[src/rtl/pipeline_trace_buffer.sv]
// Trace capture for the 8-bit pipelined core: circular buffer frozen POST_CNT entries after a trigger.
// Capture writes land one edge after sampling; reads return one cycle after rd_req, one entry per cycle, no stall.
module pipeline_trace_buffer #(
  parameter int DATA_W   = 8,
  parameter int INS_W    = 20,
  parameter int DEPTH    = 16,
  parameter int PTR_W    = 4,
  parameter int POST_CNT = 4,
  parameter int TRIG_IRQ = 0
) (
  input  logic                      clk,
  input  logic                      reset,
  input  logic                      arm,
  input  logic                      step,
  input  logic [DATA_W-1:0]         trig_addr,
  input  logic [DATA_W-1:0]         cur_addr,
  input  logic [INS_W-1:0]          ins,
  input  logic [DATA_W-1:0]         ans_wb,
  input  logic                      interrupt,
  input  logic                      rd_req,
  output logic                      rd_valid,
  output logic [INS_W+2*DATA_W:0]   rd_data,
  output logic                      armed,
  output logic                      done,
  output logic                      wrapped,
  output logic [PTR_W:0]            count
);

  localparam int ENTRY_W = INS_W + 2*DATA_W + 1;
  localparam logic [PTR_W:0]   L_DEPTH   = (PTR_W+1)'(DEPTH);
  localparam logic [PTR_W:0]   L_ONE_C   = (PTR_W+1)'(1);
  localparam logic [PTR_W-1:0] L_ONE_P   = PTR_W'(1);
  localparam logic [PTR_W-1:0] L_POST    = PTR_W'(POST_CNT);
  localparam bit               L_NO_POST = (POST_CNT == 0);
  localparam bit               L_IRQ_EN  = (TRIG_IRQ != 0);

  typedef enum logic [1:0] {S_IDLE, S_ARMED, S_POST, S_DONE} state_t;

  state_t               r_state;
  logic [ENTRY_W-1:0]   r_mem [DEPTH];
  logic [PTR_W-1:0]     r_wr_ptr;
  logic [PTR_W-1:0]     r_post_left;
  logic [PTR_W:0]       r_count;
  logic [PTR_W:0]       r_remaining;
  logic                 r_rd_valid;
  logic [ENTRY_W-1:0]   r_rd_data;
  logic                 r_armed;
  logic                 r_done;
  logic                 r_wrapped;

  logic                 w_capture;
  logic                 w_trig;
  logic                 w_full;
  logic [PTR_W:0]       w_count_nxt;
  logic [PTR_W-1:0]     w_rd_ptr;
  logic [ENTRY_W-1:0]   w_entry;
  logic                 w_rd_fire;

  assign w_capture   = step && !arm && !reset && (r_state == S_ARMED || r_state == S_POST);
  assign w_trig      = (cur_addr == trig_addr) || (L_IRQ_EN && interrupt);
  assign w_full      = (r_count == L_DEPTH);
  assign w_count_nxt = w_full ? r_count : r_count + L_ONE_C;
  assign w_entry     = {interrupt, cur_addr, ans_wb, ins};
  assign w_rd_fire   = rd_req && (r_state == S_DONE) && (r_remaining != '0);

  // Oldest unread entry sits 'remaining' slots behind the write pointer; a full
  // buffer has remaining==DEPTH, whose low bits are zero, so it lands on wr_ptr.
  assign w_rd_ptr = r_wr_ptr - r_remaining[PTR_W-1:0];

  always_ff @(posedge clk) begin
    if (w_capture) begin
      r_mem[r_wr_ptr] <= w_entry;
    end
  end

  always_ff @(posedge clk) begin
    if (reset) begin
      r_state     <= S_IDLE;
      r_wr_ptr    <= '0;
      r_post_left <= '0;
      r_count     <= '0;
      r_remaining <= '0;
      r_rd_valid  <= 1'b0;
      r_rd_data   <= '0;
      r_armed     <= 1'b0;
      r_done      <= 1'b0;
      r_wrapped   <= 1'b0;
    end else begin
      r_rd_valid <= 1'b0;
      if (arm) begin
        r_state     <= S_ARMED;
        r_wr_ptr    <= '0;
        r_post_left <= '0;
        r_count     <= '0;
        r_remaining <= '0;
        r_armed     <= 1'b1;
        r_done      <= 1'b0;
        r_wrapped   <= 1'b0;
      end else begin
        case (r_state)
          S_ARMED, S_POST: begin
            if (step) begin
              r_wr_ptr <= r_wr_ptr + L_ONE_P;
              r_count  <= w_count_nxt;
              if (w_full) begin
                r_wrapped <= 1'b1;
              end
              if (r_state == S_ARMED) begin
                if (w_trig) begin
                  if (L_NO_POST) begin
                    r_state     <= S_DONE;
                    r_armed     <= 1'b0;
                    r_done      <= 1'b1;
                    r_remaining <= w_count_nxt;
                  end else begin
                    r_state     <= S_POST;
                    r_post_left <= L_POST;
                  end
                end
              end else begin
                // Triggers seen here are ignored; only the post countdown matters.
                r_post_left <= r_post_left - L_ONE_P;
                if (r_post_left == L_ONE_P) begin
                  r_state     <= S_DONE;
                  r_armed     <= 1'b0;
                  r_done      <= 1'b1;
                  r_remaining <= w_count_nxt;
                end
              end
            end
          end
          S_DONE: begin
            if (w_rd_fire) begin
              r_rd_data   <= r_mem[w_rd_ptr];
              r_rd_valid  <= 1'b1;
              r_remaining <= r_remaining - L_ONE_C;
              if (r_remaining == L_ONE_C) begin
                r_state   <= S_IDLE;
                r_done    <= 1'b0;
                r_count   <= '0;
                r_wrapped <= 1'b0;
              end
            end
          end
          default: begin
          end
        endcase
      end
    end
  end

  assign rd_valid = r_rd_valid;
  assign rd_data  = r_rd_data;
  assign armed    = r_armed;
  assign done     = r_done;
  assign wrapped  = r_wrapped;
  assign count    = r_count;

endmodule

[config.mk]
export PLATFORM = sky130hd
export DESIGN_NAME = pipeline_trace_buffer
export DESIGN_NICKNAME = d
export VERILOG_FILES = /design/src/rtl/pipeline_trace_buffer.sv
export SDC_FILE = /design/constraint.sdc
export NUM_CORES = 1
export LEC_CHECK = 0
export ABC_AREA = 1
export BUFFER_PORTS_ARGS = -buffer_cell sky130_fd_sc_hd__buf_2
export CAP_MARGIN = 10
export CELL_PAD_IN_SITES_DETAIL_PLACEMENT = 1
export CELL_PAD_IN_SITES_GLOBAL_PLACEMENT = 2
export CORE_MARGIN = 2
export CORE_UTILIZATION = 40
export CTS_CLUSTER_DIAMETER = 30
export DETAILED_ROUTE_END_ITERATION = 16
export GPL_TIMING_DRIVEN = 0
export MAX_ROUTING_LAYER = met4
export PLACE_DENSITY_LB_ADDON = 0.1
export SLEW_MARGIN = 10
export SYNTH_ARGS = -nofsm -noshare
export SYNTH_HDL_FRONTEND = slang
export SYNTH_SLANG_ARGS = --single-unit
[constraint.sdc]
create_clock -name clk -period 8.1 [get_ports clk]
set_input_delay 0.405 -clock clk [delete_from_list [all_inputs] [get_ports clk]]
set_output_delay 0.405 -clock clk [all_outputs]
set_load 0.01 [all_outputs]
==> flow_summary.yaml <==
outcome:
  status: "finished clean"
detailed_routing:
  vias: 18300
  avgViaCountPerCell: 5.41
  ant_nets: 0
  drt_pass1_iterations: 6
  wl_mm: 83.6
  drt-initial-drc-count: 1272
  wl_per_cell_um: 24.7
  drc: 0
critical_path:
  path_buf_inv: 6
  cp-end-kind: "register"
  cp_top_family: "buffers and inverters"
  cp.required_ns: 8.75
  worstSetupStartpointType: "register"
  crit_chain: "inv_1 -> ha_1 -> inv_1 -> fa_1 -> inv_1 -> buf_2 -> clkbuf_1 -> o21ai_0 -> o211ai_1 -> nand3_1 -> nand3_1 -> nand2_1 -> inv_1"
  crit_top_cell: "inv_1"
  cpPeakStageDelay_ns: 0.67
  critPathSlowestCell: "clkbuf_1"
  worstPathMaxFanout: 10
  arrival_ns: 4.14
  critical_path_class: "register to register"
timing:
  slew_headroom_pct: 20.7
  tightest_slew_ns: 1.19
  setup_viol: 0
  drv_slew: 0
  fmaxAchievable_mhz: 286
  rsz0062_at_grt: "false"
  period_needed_ns: 3.49
  skew_ns: 0.0272
  hold_viol: 0
  post-route-period-util_pct: 43.1
  tns_ns: 0
pwr:
  total_power_mw: 10.4
  ir_worst_vdd_v: 0.000228
  p_leak_nw: 11.6
  power_density_mw_per_mm2: 314
layout:
  multiInputGateArea_mm2: 0.00638
  n_fill_cell: 6719
  fin_util_pct: 51.2
  fin_cells: 3382
  fin_nets: 2472
  area.sequential_mm2: 0.0190
  area_growth_pct: 26.1
  layout-drive-gt1-share_pct: 16.5
cts:
  cts_tree: "done"
  htree_levels: 4
  cts-resized-gates: 0
  cts_sinks: 653
  ctsLongestPathBuffers: 3
  cts_setup_buffers: 0
  numCtsBuffers: 149
  path_clk_slew_ns: 0.04
  clk_latency_ns: 0.72
  cts_root_buf: "clkbuf_16"
yosys:
  synth-seq-cells: 653
  yosysUniqueCellTypes: 30
  syn_inst: 2140
  synth_most_common_cell: "edfxtp_1"
  netlist.area_leader.share_pct: 67.6
  synthesis.area_mm2: 0.0263
  netlist_top_cells_area: "edfxtp_1 68%, nor2_1 6.9%, o21ai_0 5.8%, dfxtp_1 4.6%, o211ai_1 4.2%"
  synth_ff_type: "edfxtp_1"
  synth_edf_count: 592
  syn-num-nets: 2206
  ys_seq_area_share_pct: 72.3
  async_flop_share_pct: 0
  syn_area_per_cell_um2: 12.3
  synth_commonest_cells: "592 x edfxtp_1, 486 x nor2_1, 307 x o21ai_0, 148 x o211ai_1, 129 x nand3_1"
  ys_warn_count: 0
  synth_area_leader_cell: "edfxtp_1"
floorplan:
  core_area_mm2: 0.0647
  die_w_um: 260
  die_y_um: 260
  rows: 93
  start_util_pct: 40.6
  dieArea_mm2: 0.0678
  ios: 96
placed_design:
  gp_congestion: 0.795
  dp_hpwl_mm: 54.6
  io_buffer_count: 95
  dp.cells: 3109
global_routing:
  overflow: 0
  grt_first_pass_wirelength_mm: 124
  grt_max_degree: 22
  grt_usage_pct: 26.0
  antenna_found_initial: 3
  grt_pass1_vias: 19600
flow_run:
  max-cap-violations: 0
worst_hold_path:
  hold_class: "input pin to register"
[layout make-up]
type	count	area share, %
antenna	1	0.00755
buffer	134	2.14
clock buffer	182	12.0
clock inverter	89	2.40
inverter	86	0.982
multi-input combinational	1267	19.2
sequential	653	57.3
tap	855	3.23
timing repair buffer	115	2.67
[metal layers]
layer / track usage, % / vias to the layer above / wire length [um]
met3: 4.88 / 137 / 4070
met2: 42.3 / 473 / 41300
met1: 32.7 / 9364 / 36000
met4: 9.06 / 0 / 2190
met5: - / - / 0
li1: - / 8323 / -
[path summary, 6_finish.rpt]
kind,slack (ns),cells past startpoint,start,end
setup / recovery,4.61,13,r_wr_ptr[0],rd_data[26]
hold / removal,0.05,3,arm,armed
setup reg to reg,4.61,13,r_wr_ptr[0],rd_data[26]
hold reg to reg,0.46,2,r_post_left[2],r_post_left[2]
[worst register-to-register path: stages, from the launching register on]
cell and delay (ns):
dfxtp_1 0.37, inv_1 0.11, ha_1 0.20, inv_1 0.09, fa_1 0.60, inv_1 0.19, buf_2 0.30, clkbuf_1 0.68
o21ai_0 0.27, o211ai_1 0.26, nand3_1 0.10, nand3_1 0.14, nand2_1 0.06, inv_1 0.05
[cells by family (layout without fill, tap and decap cells)]
| kind of cell | after synthesis | count (layout) | synth area share, % |
|---|---|---|---|
| AOI/OAI and AO/OA | 524 | 524 | 11.7 |
| xor gates and xnor gates | 10 | 10 | 0.333 |
| adders and majority gates | 16 | 16 | 0.790 |
| buffers and inverters | 220 | 606 | 3.93 |
| DFF | 653 | 653 | 72.3 |
| other | 0 | 1 | 0 |
| and+or+nand+nor | 717 | 717 | 10.9 |
[power by group]
group / switching [mW] / total (mW) / internal (mW)
combinational: 0.754 / 1.05 / 0.295
clock: 1.83 / 5.66 / 3.83
sequential: 0.00850 / 3.71 / 3.70
[repair_timing]
item / in CTS / in global routing
hold endpoints to repair: 1 / 0
hold buffers: 1 / 0
endpoints found under the setup margin: 0 / 0
[placed cells by master, fill, tap and decap left out, drive strengths merged, types with 23 or more instances in the layout]
cell type and n:
edfxtp 592, clkbuf 237, inv 91, buf 193, a21oi 23, dfxtp 61, nand3 129, nor2 487
o21a 37, o211ai 148, clkinv 66, nand2 92, o21ai 315
[stage by stage]
step / setup WS [ns] / hold slack [ns] / cell area (um^2)
global route: 4.42 / 0.0313 / 33100
detailed placement: 4.68 / 0.456 / 28400
global placement: 2.74 / 0.451 / 27800
floorplan: 4.95 / 0.441 / 26300
finish: 4.61 / 0.0507 / 33100
CTS: 4.63 / 0.0137 / 33100
[registers in the layout, indices dropped and copies added, names as in the netlist]
signal       cells
armed            1
r_post_left      4
done             1
wrapped          1
rd_data         37
r_mem          592
rd_valid         1
r_state          2
count            5
r_remaining      5
r_wr_ptr         4
Power figures use the tool's default switching activity.
